$ cat src/rtl/hazard_ctrl_pkg.sv
// Shared pipeline types for the hazard controller (the "pipes" package).
//   creg_addr_t    : architectural register index (5 bits, X0..X30 plus XZR)
//   fetch_state_t  : state encoding of the fetch-response FSM
//   CREG_AW        : register address width
//   ZERO_REG_DEF   : index of XZR, which never creates a hazard
package hazard_ctrl_pkg;

  localparam int CREG_AW      = 5;
  localparam int ZERO_REG_DEF = 31;

  typedef logic [CREG_AW-1:0] creg_addr_t;

  typedef enum logic [1:0] {
    F_IDLE = 2'd0,
    F_WAIT = 2'd1,
    F_HOLD = 2'd2,
    F_DROP = 2'd3
  } fetch_state_t;

endpackage

$ cat src/rtl/hazard_match.sv
// NSRC-wide source/destination comparator.
// A source hits when it is used, is not the zero register and equals dst_i.
//   srcs_i  in  NSRC*AW  packed source indices, source i at [i*AW +: AW]
//   used_i  in  NSRC     per-source valid
//   dst_i   in  AW       destination index to compare against
//   en_i    in  1        qualifies the whole check (e.g. "producer is a load")
//   hit_o   out 1        en_i and at least one source hit
module hazard_match #(
  parameter int NSRC     = 3,
  parameter int AW       = 5,
  parameter int ZERO_REG = 31
) (
  input  logic [NSRC*AW-1:0] srcs_i,
  input  logic [NSRC-1:0]    used_i,
  input  logic [AW-1:0]      dst_i,
  input  logic               en_i,
  output logic               hit_o
);

  localparam logic [AW-1:0] ZR = AW'(ZERO_REG);

  logic [NSRC-1:0] src_hit;

  for (genvar i = 0; i < NSRC; i++) begin : g_src
    assign src_hit[i] = used_i[i] &&
                        (srcs_i[i*AW +: AW] == dst_i) &&
                        (srcs_i[i*AW +: AW] != ZR);
  end

  assign hit_o = en_i & (|src_hit);

endmodule

$ cat src/rtl/hazard_ctrl.sv
// Pipeline hazard controller for the 5-stage F/D/E/M/W core.
// Decodes data-memory, multi-cycle execute and load-use hazards into
// stall/flush strobes, honours E-stage redirects, and runs a fetch-response
// FSM with a one-word hold buffer that feeds the instruction word to D.
//
// Optional feature: define HAZARD_PERF_EN to add four 32-bit stall-cause
// counters (perf_dstall, perf_exstall, perf_ldstall, perf_fetch).
//
// Ports
//   clk, reset                 core clock, synchronous active-high reset
//   srcD/srcE, *_used          D/E source registers and per-source valids
//   br_useD                    D resolves a branch and needs operands in D
//   dstE, dstM                 destination registers in E and M
//   regwriteE, memtoregE/M     E writes a reg; E/M hold a load
//   exbusyE                    multi-cycle execute unit busy
//   redirectE                  E resolved a redirect
//   ireq_valid, iresp_*        ibus request outstanding / response strobe+data
//   dreq_valid, dresp_data_ok  dbus request outstanding / response strobe
//   stallF..M, flushD..W       stage hold / bubble strobes
//   ireq_en                    fetch may issue a new request
//   instD, instD_valid         instruction word for D
//
// Fetch FSM
//   state  | meaning
//   F_IDLE | no ibus response expected
//   F_WAIT | request issued, response pending
//   F_HOLD | response captured while D stalled; buffer drives instD
//   F_DROP | redirect killed a pending request; next response is discarded
module hazard_ctrl
  import hazard_ctrl_pkg::*;
#(
  parameter int NSRC     = 3,
  parameter int AW       = CREG_AW,
  parameter int IW       = 32,
  parameter int ZERO_REG = ZERO_REG_DEF
) (
  input  logic               clk,
  input  logic               reset,
  input  logic [NSRC*AW-1:0] srcD,
  input  logic [NSRC-1:0]    srcD_used,
  input  logic [NSRC*AW-1:0] srcE,
  input  logic [NSRC-1:0]    srcE_used,
  input  logic               br_useD,
  input  logic [AW-1:0]      dstE,
  input  logic [AW-1:0]      dstM,
  input  logic               regwriteE,
  input  logic               memtoregE,
  input  logic               memtoregM,
  input  logic               exbusyE,
  input  logic               redirectE,
  input  logic               ireq_valid,
  input  logic               iresp_data_ok,
  input  logic [IW-1:0]      iresp_data,
  input  logic               dreq_valid,
  input  logic               dresp_data_ok,
  output logic               stallF,
  output logic               stallD,
  output logic               stallE,
  output logic               stallM,
  output logic               flushD,
  output logic               flushE,
  output logic               flushM,
  output logic               flushW,
  output logic               ireq_en,
  output logic               instD_valid,
  output logic [IW-1:0]      instD
`ifdef HAZARD_PERF_EN
  ,
  output logic [31:0]        perf_dstall,
  output logic [31:0]        perf_exstall,
  output logic [31:0]        perf_ldstall,
  output logic [31:0]        perf_fetch
`endif
);

  logic hit_de_load, hit_de_br, hit_dm_br, hit_em;
  logic dstall, exstall, lestall, ldstall_raw, ldstall;
  logic stall_e, stall_d, redir, fetch_stall, bypass, run;

  fetch_state_t  state_q, state_d;
  logic [IW-1:0] buf_q, buf_d;

  hazard_match #(.NSRC(NSRC), .AW(AW), .ZERO_REG(ZERO_REG)) u_match_de_load (
    .srcs_i(srcD), .used_i(srcD_used), .dst_i(dstE),
    .en_i(memtoregE), .hit_o(hit_de_load)
  );

  hazard_match #(.NSRC(NSRC), .AW(AW), .ZERO_REG(ZERO_REG)) u_match_de_br (
    .srcs_i(srcD), .used_i(srcD_used), .dst_i(dstE),
    .en_i(br_useD & regwriteE), .hit_o(hit_de_br)
  );

  hazard_match #(.NSRC(NSRC), .AW(AW), .ZERO_REG(ZERO_REG)) u_match_dm_br (
    .srcs_i(srcD), .used_i(srcD_used), .dst_i(dstM),
    .en_i(br_useD & memtoregM), .hit_o(hit_dm_br)
  );

  hazard_match #(.NSRC(NSRC), .AW(AW), .ZERO_REG(ZERO_REG)) u_match_em (
    .srcs_i(srcE), .used_i(srcE_used), .dst_i(dstM),
    .en_i(memtoregM), .hit_o(hit_em)
  );

  assign run         = ~reset;
  assign dstall      = dreq_valid & ~dresp_data_ok;
  assign exstall     = exbusyE & ~dstall;
  assign lestall     = hit_em;
  assign ldstall_raw = hit_de_load | hit_de_br | hit_dm_br;

  assign stall_e = dstall | exstall | lestall;
  assign redir   = redirectE & ~stall_e;
  // An accepted redirect kills the instruction in D, so a load-use stall
  // raised by that wrong-path instruction is moot and must not hold D
  // against the flush.
  assign ldstall = ldstall_raw & ~redir;
  assign stall_d = stall_e | ldstall;

  assign fetch_stall = ((state_q == F_WAIT) & ~iresp_data_ok) |
                       (state_q == F_DROP);

  assign stallF = run & (stall_d | fetch_stall);
  assign stallD = run & stall_d;
  assign stallE = run & stall_e;
  assign stallM = run & dstall;
  assign flushW = run & dstall;
  assign flushM = run & (exstall | lestall) & ~dstall;
  assign flushE = run & ((ldstall & ~stall_e) | redir);
  assign flushD = run & redir & ~stall_d;

  always_comb begin
    state_d = state_q;
    buf_d   = buf_q;
    bypass  = 1'b0;
    case (state_q)
      F_IDLE: begin
        if (ireq_valid) state_d = F_WAIT;
      end
      F_WAIT: begin
        if (redir) begin
          // A response in the same cycle is simply dropped.
          state_d = iresp_data_ok ? F_IDLE : F_DROP;
        end else if (iresp_data_ok) begin
          if (stall_d) begin
            buf_d   = iresp_data;
            state_d = F_HOLD;
          end else begin
            bypass  = 1'b1;
            state_d = F_IDLE;
          end
        end
      end
      F_HOLD: begin
        if (redir) begin
          buf_d   = '0;
          state_d = F_IDLE;
        end else if (!stall_d) begin
          state_d = F_IDLE;
        end
      end
      F_DROP: begin
        if (iresp_data_ok) state_d = F_IDLE;
      end
      default: state_d = F_IDLE;
    endcase
  end

  always_ff @(posedge clk) begin
    if (reset) begin
      state_q <= F_IDLE;
      buf_q   <= '0;
    end else begin
      state_q <= state_d;
      buf_q   <= buf_d;
    end
  end

  assign ireq_en     = run & (state_q != F_HOLD);
  assign instD_valid = run & (bypass | (state_q == F_HOLD));
  assign instD       = (run & bypass) ? iresp_data : buf_q;

`ifdef HAZARD_PERF_EN
  logic [31:0] perf_dstall_q, perf_exstall_q, perf_ldstall_q, perf_fetch_q;

  always_ff @(posedge clk) begin
    if (reset) begin
      perf_dstall_q  <= '0;
      perf_exstall_q <= '0;
      perf_ldstall_q <= '0;
      perf_fetch_q   <= '0;
    end else begin
      perf_dstall_q  <= perf_dstall_q  + 32'(dstall);
      perf_exstall_q <= perf_exstall_q + 32'(exstall);
      perf_ldstall_q <= perf_ldstall_q + 32'(ldstall);
      perf_fetch_q   <= perf_fetch_q   + 32'(fetch_stall);
    end
  end

  assign perf_dstall  = perf_dstall_q;
  assign perf_exstall = perf_exstall_q;
  assign perf_ldstall = perf_ldstall_q;
  assign perf_fetch   = perf_fetch_q;
`endif

endmodule

$ cat config.mk
export PLATFORM = sky130hd
export DESIGN_NAME = hazard_ctrl
export DESIGN_NICKNAME = d
export VERILOG_FILES = /design/src/rtl/hazard_ctrl_pkg.sv /design/src/rtl/hazard_match.sv /design/src/rtl/hazard_ctrl.sv
export SDC_FILE = /design/constraint.sdc
export NUM_CORES = 1
export LEC_CHECK = 0
export ABC_AREA = 1
export BUFFER_PORTS_ARGS = -buffer_cell sky130_fd_sc_hd__buf_4
export CAP_MARGIN = 20
export CORE_MARGIN = 2
export CORE_UTILIZATION = 50
export CTS_BUF_LIST = sky130_fd_sc_hd__clkbuf_8 sky130_fd_sc_hd__clkbuf_16
export CTS_CLUSTER_SIZE = 28
export DETAILED_ROUTE_END_ITERATION = 6
export GPL_TIMING_DRIVEN = 0
export PLACE_DENSITY = 0.83
export SLEW_MARGIN = 20
export SYNTH_ARGS = -nofsm -noshare
export SYNTH_HDL_FRONTEND = slang
export SYNTH_SLANG_ARGS = --single-unit
$ cat constraint.sdc
create_clock -name clk -period 4.86 [get_ports clk]
set_input_delay 0.972 -clock clk [delete_from_list [all_inputs] [get_ports clk]]
set_output_delay 0.972 -clock clk [all_outputs]
set_load 0.02 [all_outputs]
==> impl_summary.md, run 1 <==
Synth
The total of warnings raised by yosys is 0. Sorting the synthesized cells by area gives the leading types as sky130_fd_sc_hd__dfxtp_1 22%, sky130_fd_sc_hd__nand2_1 21%, sky130_fd_sc_hd__nor2_1 13%. The sequential fraction of the synthesis area is 21.66%. The share of synthesized area in the top cell type comes to 21.66%. The post-synthesis sequential element count is 34. The netlist area before placement is 3143 um2. The cell count after synthesis is 575. The async set-or-reset flop fraction in the synthesized netlist is 0%. The average cell area after synthesis is 5.466 um2.

The post-synthesis cell type with the largest combined area is sky130_fd_sc_hd__dfxtp_1. The synthesized design contains 0 enable-type register cells. The main flop type after synthesis is sky130_fd_sc_hd__dfxtp_1. Counting distinct cell types in the post-synthesis netlist gives 32.

The number of nets produced by synthesis is 665.

Timing
Based on the critical path, the design can be clocked at up to 256.4 MHz. Between clock sinks in the finished design, the worst skew comes to 0.005290 ns. The measured slew at the worst slew-check pin is 0.6496 ns. In this run the tightest slew margin relative to its limit is 56.54%. Setup total negative slack on the finished layout was measured at 0 ns. The setup-violating endpoint count in the final report is 0. The shortest clock period the worst path allows after layout is 3.900 ns.

The count of final hold-check violations is 0. Setup repair after global routing left no endpoint under its margin. The total count of max-transition violations in the final report was 0. The final critical-path share of the clock period is 80.24%.

Detailed routing
The final antenna-violating net count is 0. In the routed layout, each cell is associated on average with a via count of 5.014. The total iterations of the first detailed-routing run is 5. The per-cell routed wire length is 12.05 um.

The routed layout has 3936 vias. The total detailed-routing wirelength is 9.461 mm. The number of DRC violations after detailed routing is 0.

In this run, the number of DRC markers left after iteration 0 of detailed routing was 215.

Pwr
The cell area power density is 312.6 nW/um2. The static power due to leakage is 2.472 nW. The peak supply drop is 221.3 uV.

Layout
Leaving out fill and tap cells, the most frequent cells in the layout are 180 x sky130_fd_sc_hd__nand2_1, 132 x sky130_fd_sc_hd__buf_4, 113 x sky130_fd_sc_hd__nor2_1. Once layout is complete, the utilization of the core stands at 71.53%. The layout-stage area growth over the synthesis result is 36.35%. The net count of the finished layout is 799.

0 antenna diodes ended up in the layout. Leaving out fill and tap cells, the most frequent cell in the layout is sky130_fd_sc_hd__nand2_1. In the final layout, the share of cells above drive strength 1 is 24.79%. Once layout is complete, the cells apart from fillers number 785.

Clock tree
For the worst-skew pair, the clock arrives at the later sink with an insertion delay of 0.29 ns. TritonCTS built the clock tree. The clock passes through at most 2 buffers. For this design, the CTS-stage hold fixing added 0 buffers.

The clock slew at the register clock pins of the worst setup and hold paths is 0.07 ns. The clock drives 34 sinks. Post-CTS repair changed the size of 0 cells. The post-CTS setup-driven buffer insertion count is 0. Clock tree synthesis selected as its root buffer the cell sky130_fd_sc_hd__clkbuf_8.

CTS built an H-tree with a depth of 2. The number of buffers created by CTS is 5.

Die
The number of primary I/O pins is 132. Measured along the y axis, the die boundary spans 83.29 um. The floorplan row count is 28. After floorplanning, the core was sized to cover 5991 um2. The starting utilization of the core area is 52.46%. The die covers 6936 um2. Measured along the x axis, the die boundary spans 83.29 um.

Worst setup path
The kind of capture point of the worst setup path is a primary output. Along the worst path, the maximum fanout reaches 10. The type of element launching the critical path is an input pin.

The critical path in this run is classified as input pin to primary output. The worst path arrival time is 2.93 ns. In this run the register-to-register setup slack is 2.99 ns. Data on the critical path is required at its endpoint by 3.89 ns.

Placement
After detailed placement, the design holds a cell count of 777. In this run the tool buffered the top-level ports with 127 buffer cells. The HPWL after detailed placement is 7.521 mm. The final RePlAce weighted congestion is 0.9471.

Min path
The class of the most critical hold timing path is flop to flop.

GRT
The via count of the first global-routing pass came to 3707. The total congestion overflow after global routing is 0. The initial antenna violation count is 0.

The global-route wire length before repair is 15.66 mm. The maximum number of pins on one net before global-route repair is 12. The global-route usage over all layers is 26.45%.

Status
The flow ran to the end, and the final reports show no timing, DRC or antenna violations.

Run
Across the run, the number of max-cap violations was 0.
-- synth_stat cells, types with 4 or more instances --
| master | n |
|---|---|
| sky130_fd_sc_hd__nand2_1 | 180 |
| sky130_fd_sc_hd__nor2_1 | 113 |
| sky130_fd_sc_hd__inv_1 | 81 |
| sky130_fd_sc_hd__dfxtp_1 | 34 |
| sky130_fd_sc_hd__nand3_1 | 31 |
| sky130_fd_sc_hd__o21ai_0 | 23 |
| sky130_fd_sc_hd__o21ai_1 | 22 |
| sky130_fd_sc_hd__a21oi_1 | 18 |
| sky130_fd_sc_hd__buf_6 | 8 |
| sky130_fd_sc_hd__clkbuf_1 | 7 |
| sky130_fd_sc_hd__o21ai_2 | 6 |
| sky130_fd_sc_hd__xor2_1 | 6 |
| sky130_fd_sc_hd__buf_4 | 5 |
| sky130_fd_sc_hd__buf_2 | 4 |
| sky130_fd_sc_hd__inv_2 | 4 |
| sky130_fd_sc_hd__nand4_1 | 4 |
| sky130_fd_sc_hd__nor3_1 | 4 |
-- flip-flops by register name, indices dropped and copies added, names as in the netlist --
name     count
buf_q       32
state_q      2
-- final timing paths --
| check | cells past startpoint | startpoint | to |
|---|---|---|---|
| max reg2reg | 7 | state_q[1]$_SDFFE_PP0P_ | buf_q[16]$_SDFFE_PP0P_ |
| max | 15 | dstM[2] | instD[13] |
| min | 2 | buf_q[10]$_SDFFE_PP0P_ | buf_q[10]$_SDFFE_PP0P_ |
| min reg2reg | 2 | buf_q[10]$_SDFFE_PP0P_ | buf_q[10]$_SDFFE_PP0P_ |
-- layout make-up --
type                            instances  area [um2]
Timing Repair Buffer                  127       953.4
Sequential cell                        34       680.7
Tap cell                               75       93.84
Inverter                               87       326.6
Multi-Input combinational cell        430        1962
Buffer                                 24       173.9
Clock buffer                            6       82.58
Fill cell                             549        1705
Clock inverter                          2       12.51
-- metal layers --
layer | global-route usage, % | wire length, um | up-vias
met4 | 8.793 | 150 | 0
met5 | 0 | 0 | -
met3 | 4.970 | 728 | 18
li1 | - | - | 2021
met1 | 31.31 | 3952 | 1724
met2 | 47.65 | 4630 | 173
-- kinds of logic after synthesis --
| logic type | after synthesis | share of synthesized area, % |
|---|---|---|
| AOI/OAI and AO/OA | 76 | 13.66 |
| xor gates and xnor gates | 8 | 2.229 |
| DFF | 34 | 21.66 |
| buffers and inverters | 111 | 15.92 |
| and+or+nand+nor | 346 | 46.54 |
-- through the flow --
step                      hold WS (ns)  power [mW]  cell area, um2  setup slack, ns
after floorplan                 0.4452      0.8576            3143            1.323
after CTS                       0.4806       1.338            4285           0.9765
after detailed placement        0.4609       1.119            4190           0.9795
after global placement          0.4559       1.103            4190            1.004
after global routing            0.5247       1.443            4285           0.7574
final                           0.4837       1.340            4285           0.9603
-- power by group --
part           total [mW]  switching, mW  internal [mW]
clock network       0.219          0.105          0.114
registers           0.370         0.0247          0.345
logic               0.751          0.450          0.301
total                1.34          0.580          0.760
-- critical path: stages --
cell and delay, ns:
sky130_fd_sc_hd__buf_2 0.18, sky130_fd_sc_hd__nand2_1 0.10, sky130_fd_sc_hd__o21ai_1 0.13, sky130_fd_sc_hd__a21oi_1 0.07
sky130_fd_sc_hd__nand2_1 0.11, sky130_fd_sc_hd__nand3_2 0.12, sky130_fd_sc_hd__nand2_2 0.11, sky130_fd_sc_hd__nand2_2 0.08
sky130_fd_sc_hd__a21oi_4 0.21, sky130_fd_sc_hd__nand2_2 0.13, sky130_fd_sc_hd__nor2_8 0.20, sky130_fd_sc_hd__buf_6 0.17
sky130_fd_sc_hd__nand2_1 0.07, sky130_fd_sc_hd__o21ai_1 0.11, sky130_fd_sc_hd__buf_4 0.17
(Power assumes the default switching activity.)
==> run 2: changes to the inputs <==
--- a/config.mk
+++ b/config.mk
@@ -5,16 +5,16 @@
 export SDC_FILE = /design/constraint.sdc
 export NUM_CORES = 1
 export LEC_CHECK = 0
-export ABC_AREA = 1
+export ABC_AREA = 0
 export BUFFER_PORTS_ARGS = -buffer_cell sky130_fd_sc_hd__buf_4
 export CAP_MARGIN = 20
 export CORE_MARGIN = 2
-export CORE_UTILIZATION = 50
+export CORE_UTILIZATION = 48
 export CTS_BUF_LIST = sky130_fd_sc_hd__clkbuf_8 sky130_fd_sc_hd__clkbuf_16
 export CTS_CLUSTER_SIZE = 28
 export DETAILED_ROUTE_END_ITERATION = 6
 export GPL_TIMING_DRIVEN = 0
-export PLACE_DENSITY = 0.83
+export PLACE_DENSITY = 0.81
 export SLEW_MARGIN = 20
 export SYNTH_ARGS = -nofsm -noshare
 export SYNTH_HDL_FRONTEND = slang
==> constraint.sdc (replaced) <==
create_clock -name clk -period 3.7 [get_ports clk]
set_input_delay 0.74 -clock clk [delete_from_list [all_inputs] [get_ports clk]]
set_output_delay 0.74 -clock clk [all_outputs]
set_load 0.02 [all_outputs]
==> impl_summary.md, run 2 <==
Placement
The placed cell count came to 514 (-34%). The final RePlAce weighted congestion is 0.8532 (-9.9%). The number of port buffers is 125 (-1.6%). The detailed-placement wirelength estimate is 6.306 mm (-16%).

Synth
The area share of xor/xnor cells in the synthesized design is 12.39% (+10 points). The compound-cell area share of the yosys netlist is 14.84% (+1.2 points). The post-synthesis sequential element count is 34 (unchanged). The post-synthesis cell type with the largest combined area is sky130_fd_sc_hd__dfxtp_1. The netlist area before placement is 2968 um2 (-5.6%). The total of warnings raised by yosys is 0 (unchanged). In the post-synthesis netlist, the biggest area contributors are sky130_fd_sc_hd__dfxtp_1 23%, sky130_fd_sc_hd__mux2_4 15%, sky130_fd_sc_hd__mux2i_1 11%. The area share of and/or/nand/nor cells after synthesis is 15.13% (-31 points). The most common cell in the netlist is sky130_fd_sc_hd__nand2_1. The cell count after synthesis is 314 (-45%). After synthesis, the largest family of logic cells by area is multiplexers. The async set-or-reset flop fraction in the synthesized netlist was 0% (unchanged).

The fraction of synthesized cell area taken by the top area cell type came to 22.93% (+1.3 points). The mux share of post-synthesis cell area is 26.60% (+27 points). The unique cell type count in the Yosys netlist is 40 (+25%). The most used flip-flop cell after synthesis is sky130_fd_sc_hd__dfxtp_1. The number of nets produced by synthesis is 404 (-39%). The sequential fraction of the synthesis area came to 22.93% (+1.3 points). The fraction of the mapped netlist area in adder cells is 0% (unchanged).

The average cell area after synthesis is 9.452 um2 (+73%). By count the netlist is led by 45 x sky130_fd_sc_hd__nand2_1, 34 x sky130_fd_sc_hd__dfxtp_1, 32 x sky130_fd_sc_hd__mux2i_1, 32 x sky130_fd_sc_hd__o211ai_1, 29 x sky130_fd_sc_hd__mux2_4. The number of enable-type register cells in the synthesized netlist is 0 (unchanged).

Die
The core footprint was 5956 um2 (-0.58%). The die outline height is 82.63 um (-0.79%). The number of primary I/O pins is 132 (unchanged). The die extent in x is 82.63 um (-0.79%). The floorplan row count was 28 (unchanged).

The overall die area is 6828 um2 (-1.6%). The starting utilization of the core area is 49.83% (-2.6 points).

Detailed routing
The routed via count came to 2822 (-28%). The vias per cell is 5.406 (+7.8%). The total iterations of the first detailed-routing run is 4 (-1). The number of DRC violations after detailed routing is 0 (unchanged). The total detailed-routing wirelength was 7.875 mm (-17%).

The final antenna-violating net count is 0 (unchanged). The detailed router's first-iteration violation count was 78 (-64%). The per-cell routed wire length is 15.09 um (+25%).

Worst setup path
The cell repeated most along the worst path is sky130_fd_sc_hd__buf_4. The signal on the critical path passes through buf_4, nand4_1, a21oi_1, nand4b_2, nand4_4, nor4_4, buf_6, mux2_4, buf_4. The worst path arrival time is 2.79 ns (-0.14 ns). The critical path in this run is classified as input pin to primary output.

The kind of capture point of the worst setup path is a primary output. In this run the critical register-to-register path is launched from state_q[0]$_SDFFE_PP0P_. The type of element launching the critical path is an input pin. The worst-case register-to-register setup slack is 1.79 ns (-1.20 ns). The cell family contributing the most delay on the critical path is simple AND/OR/NAND/NOR gates. The worst-path maximum fanout is 10 (unchanged). The data required time at the worst endpoint came to 2.96 ns (-0.93 ns).

The critical-path cell with the highest stage delay is sky130_fd_sc_hd__nor4_4. The endpoint identified for the worst register-to-register timing path is buf_q[13]$_SDFFE_PP0P_. The path depth of the worst reg2reg path came to 8 (+1). The largest stage delay on the critical path came to 0.53 ns (+0.32 ns). The count of buffer and inverter cells on the critical path is 3 (unchanged).

Timing
Setup repair after global routing left no endpoint under its margin. The final setup skew is 0.003981 ns (-0.001309 ns). The setup-violating endpoint count in the final report is 0 (unchanged). The count of final hold-check violations was 0 (unchanged).

Of the available clock period, the critical path in the final layout requires 95.47%. The measured slew at the worst slew-check pin is 0.5732 ns (-0.07639 ns). The highest attainable clock frequency is 283.1 MHz. The final sum of negative setup slack is 0 ns (unchanged). The worst slew margin relative to its limit came to 61.50% (+5.0 points). The total count of max-transition violations in the final report is 0 (unchanged). For the finished layout, the period the worst path requires is 3.532 ns.

Layout
The number of flip-flops under the largest register name is 32 (unchanged). The layout-stage area growth over the synthesis result is 38.36%. Ranked by flip-flop count, first place goes to buf_q. The share of layout cells above drive strength 1 is 42.28% (+17 points).

The library cell used most frequently in the layout, excluding fill and tap cells, is sky130_fd_sc_hd__buf_4. The final-layout fill cell count came to 479 (-13%). The final antenna diode count was 0 (unchanged).

The post-layout instance count excluding filler cells is 522 (-34%). In the layout the commonest cells are 128 x sky130_fd_sc_hd__buf_4, 45 x sky130_fd_sc_hd__nand2_1, 34 x sky130_fd_sc_hd__dfxtp_1. The largest registers in the layout are buf_q x32, state_q x2.

The net count of the finished layout is 536 (-33%).

GRT
The global-route usage over all layers is 22.49% (-4.0 points). The initial antenna violation count came to 0 (unchanged). The maximum number of pins on one net before global-route repair is 11 (-1). The global-route wire length before repair was 11.98 mm (-23%). The via count of the first global-routing pass is 2716 (-27%). The total congestion overflow after global routing came to 0 (unchanged).

Clock tree
The clock sink count is 34 (unchanged). The clock slew at the register clock pins of the worst setup and hold paths is 0.07 ns (about the same). The H-tree level count was 2 (unchanged). The clock latency on the worst-skew pair came to 0.29 ns (about the same). The cell sitting at the root of the clock tree is a sky130_fd_sc_hd__clkbuf_8.

The post-CTS setup-driven buffer insertion count is 0 (unchanged). The CTS tree is built. The maximum buffer depth of the clock tree is 2 (unchanged). The number of buffers created by CTS is 5 (unchanged). The cts-stage hold buffer count is 0 (unchanged). The post-cts gate resize count is 0 (unchanged).

Run
The number of maximum-capacitance constraint violations is 0 (unchanged).

Min path
For hold timing, the worst endpoint is buf_q[1]$_SDFFE_PP0P_. In this run the most critical hold path is launched from buf_q[1]$_SDFFE_PP0P_. The hold-critical path depth is 2 (unchanged). The class of the most critical hold timing path is flop to flop.

Pwr
The static power due to leakage is 1.748 nW (-29%). The peak supply drop is 190.0 uV (-14%). The cell area power density came to 256.3 nW/um2 (-18%).

Status
The flow ran to the end, and the final reports show no timing, DRC or antenna violations.
run 2: cell count changes in the layout (fill, tap and decap cells not counted), sizes merged, moves of 29 or more:
cell / previous run / this run
o21ai: 51 / 2
o211ai: 0 / 32
mux2i: 0 / 32
mux2: 0 / 32
nand2: 186 / 45
inv: 85 / 7
nor2: 114 / 8
nand3: 35 / 6
run 2: layout make-up:
cell class | count | area [um2] | share of cell area, %
Buffer | 27 | 221.5 | 5.393
Clock buffer | 5 | 68.82 | 1.676
Timing Repair Buffer | 125 | 938.4 | 22.85
Clock inverter | 3 | 37.54 | 0.9141
Tap cell | 75 | 93.84 | 2.285
Multi-Input combinational cell | 248 | 2047 | 49.85
Sequential cell | 34 | 680.7 | 16.58
Inverter | 5 | 18.77 | 0.4570
run 2: metal layers:
| metal | share of wire (%) | GRT usage [%] | routed length, um | up-vias |
|---|---|---|---|---|
| met3 | 8.6 | 5.978 | 674 | 10 |
| met4 | 1.1 | 5.082 | 85 | 0 |
| met5 | 0 | 0 | 0 | - |
| met2 | 51 | 42.50 | 4003 | 108 |
| met1 | 40 | 24.93 | 3112 | 1307 |
| li1 | - | - | - | 1397 |
run 2: worst max path at each step:
stage	from	end	slack, ns	cells past startpoint
after global routing	dstM[0]	instD[21]	0.09	9
after detailed placement	dstM[0]	instD[10]	0.15	9
after global placement	dstM[0]	instD[21]	0.24	9
after floorplan	dstM[0]	instD[10]	0.59	7
final	dstM[0]	instD[21]	0.17	9
after CTS	dstM[0]	instD[21]	0.18	9
run 2: cells by family after synthesis:
group | Yosys count
AND/OR/NAND/NOR | 86
multiplexers | 64
XOR/XNOR | 42
AO/OA/AOI/OAI | 56
buffers and inverters | 32
flip-flops | 34
run 2: tightest hold or removal path, cell delays in order (launching register included):
cell and delay [ns]:
sky130_fd_sc_hd__dfxtp_1 0.31, sky130_fd_sc_hd__o211ai_1 0.08, sky130_fd_sc_hd__mux2i_1 0.06
run 2: stage by stage:
stage / worst slack [ns] / power, mW / instance area (um2) / hold slack, ns / util, %
2_1_floorplan: 0.5865 / 0.5774 / 2968 / 0.4775 / -
3_3_place_gp: 0.2365 / 0.7159 / 4000 / 0.4888 / 67.16
3_5_place_dp: 0.1536 / 0.7235 / 4000 / 0.4990 / 67.16
4_1_cts: 0.1820 / 1.056 / 4106 / 0.5086 / 68.95
5_1_grt: 0.08636 / 1.102 / 4106 / 0.5176 / 68.95
6_report: 0.1676 / 1.052 / 4106 / 0.5057 / 68.95
run 2: report_power, final:
group          total [mW]  internal [mW]  switching (mW)  leakage, nW
Combinational       0.327          0.169           0.158         1.41
Sequential          0.387          0.378         0.00862        0.275
Clock               0.338          0.196           0.142       0.0607
Total                1.05          0.744           0.309         1.75
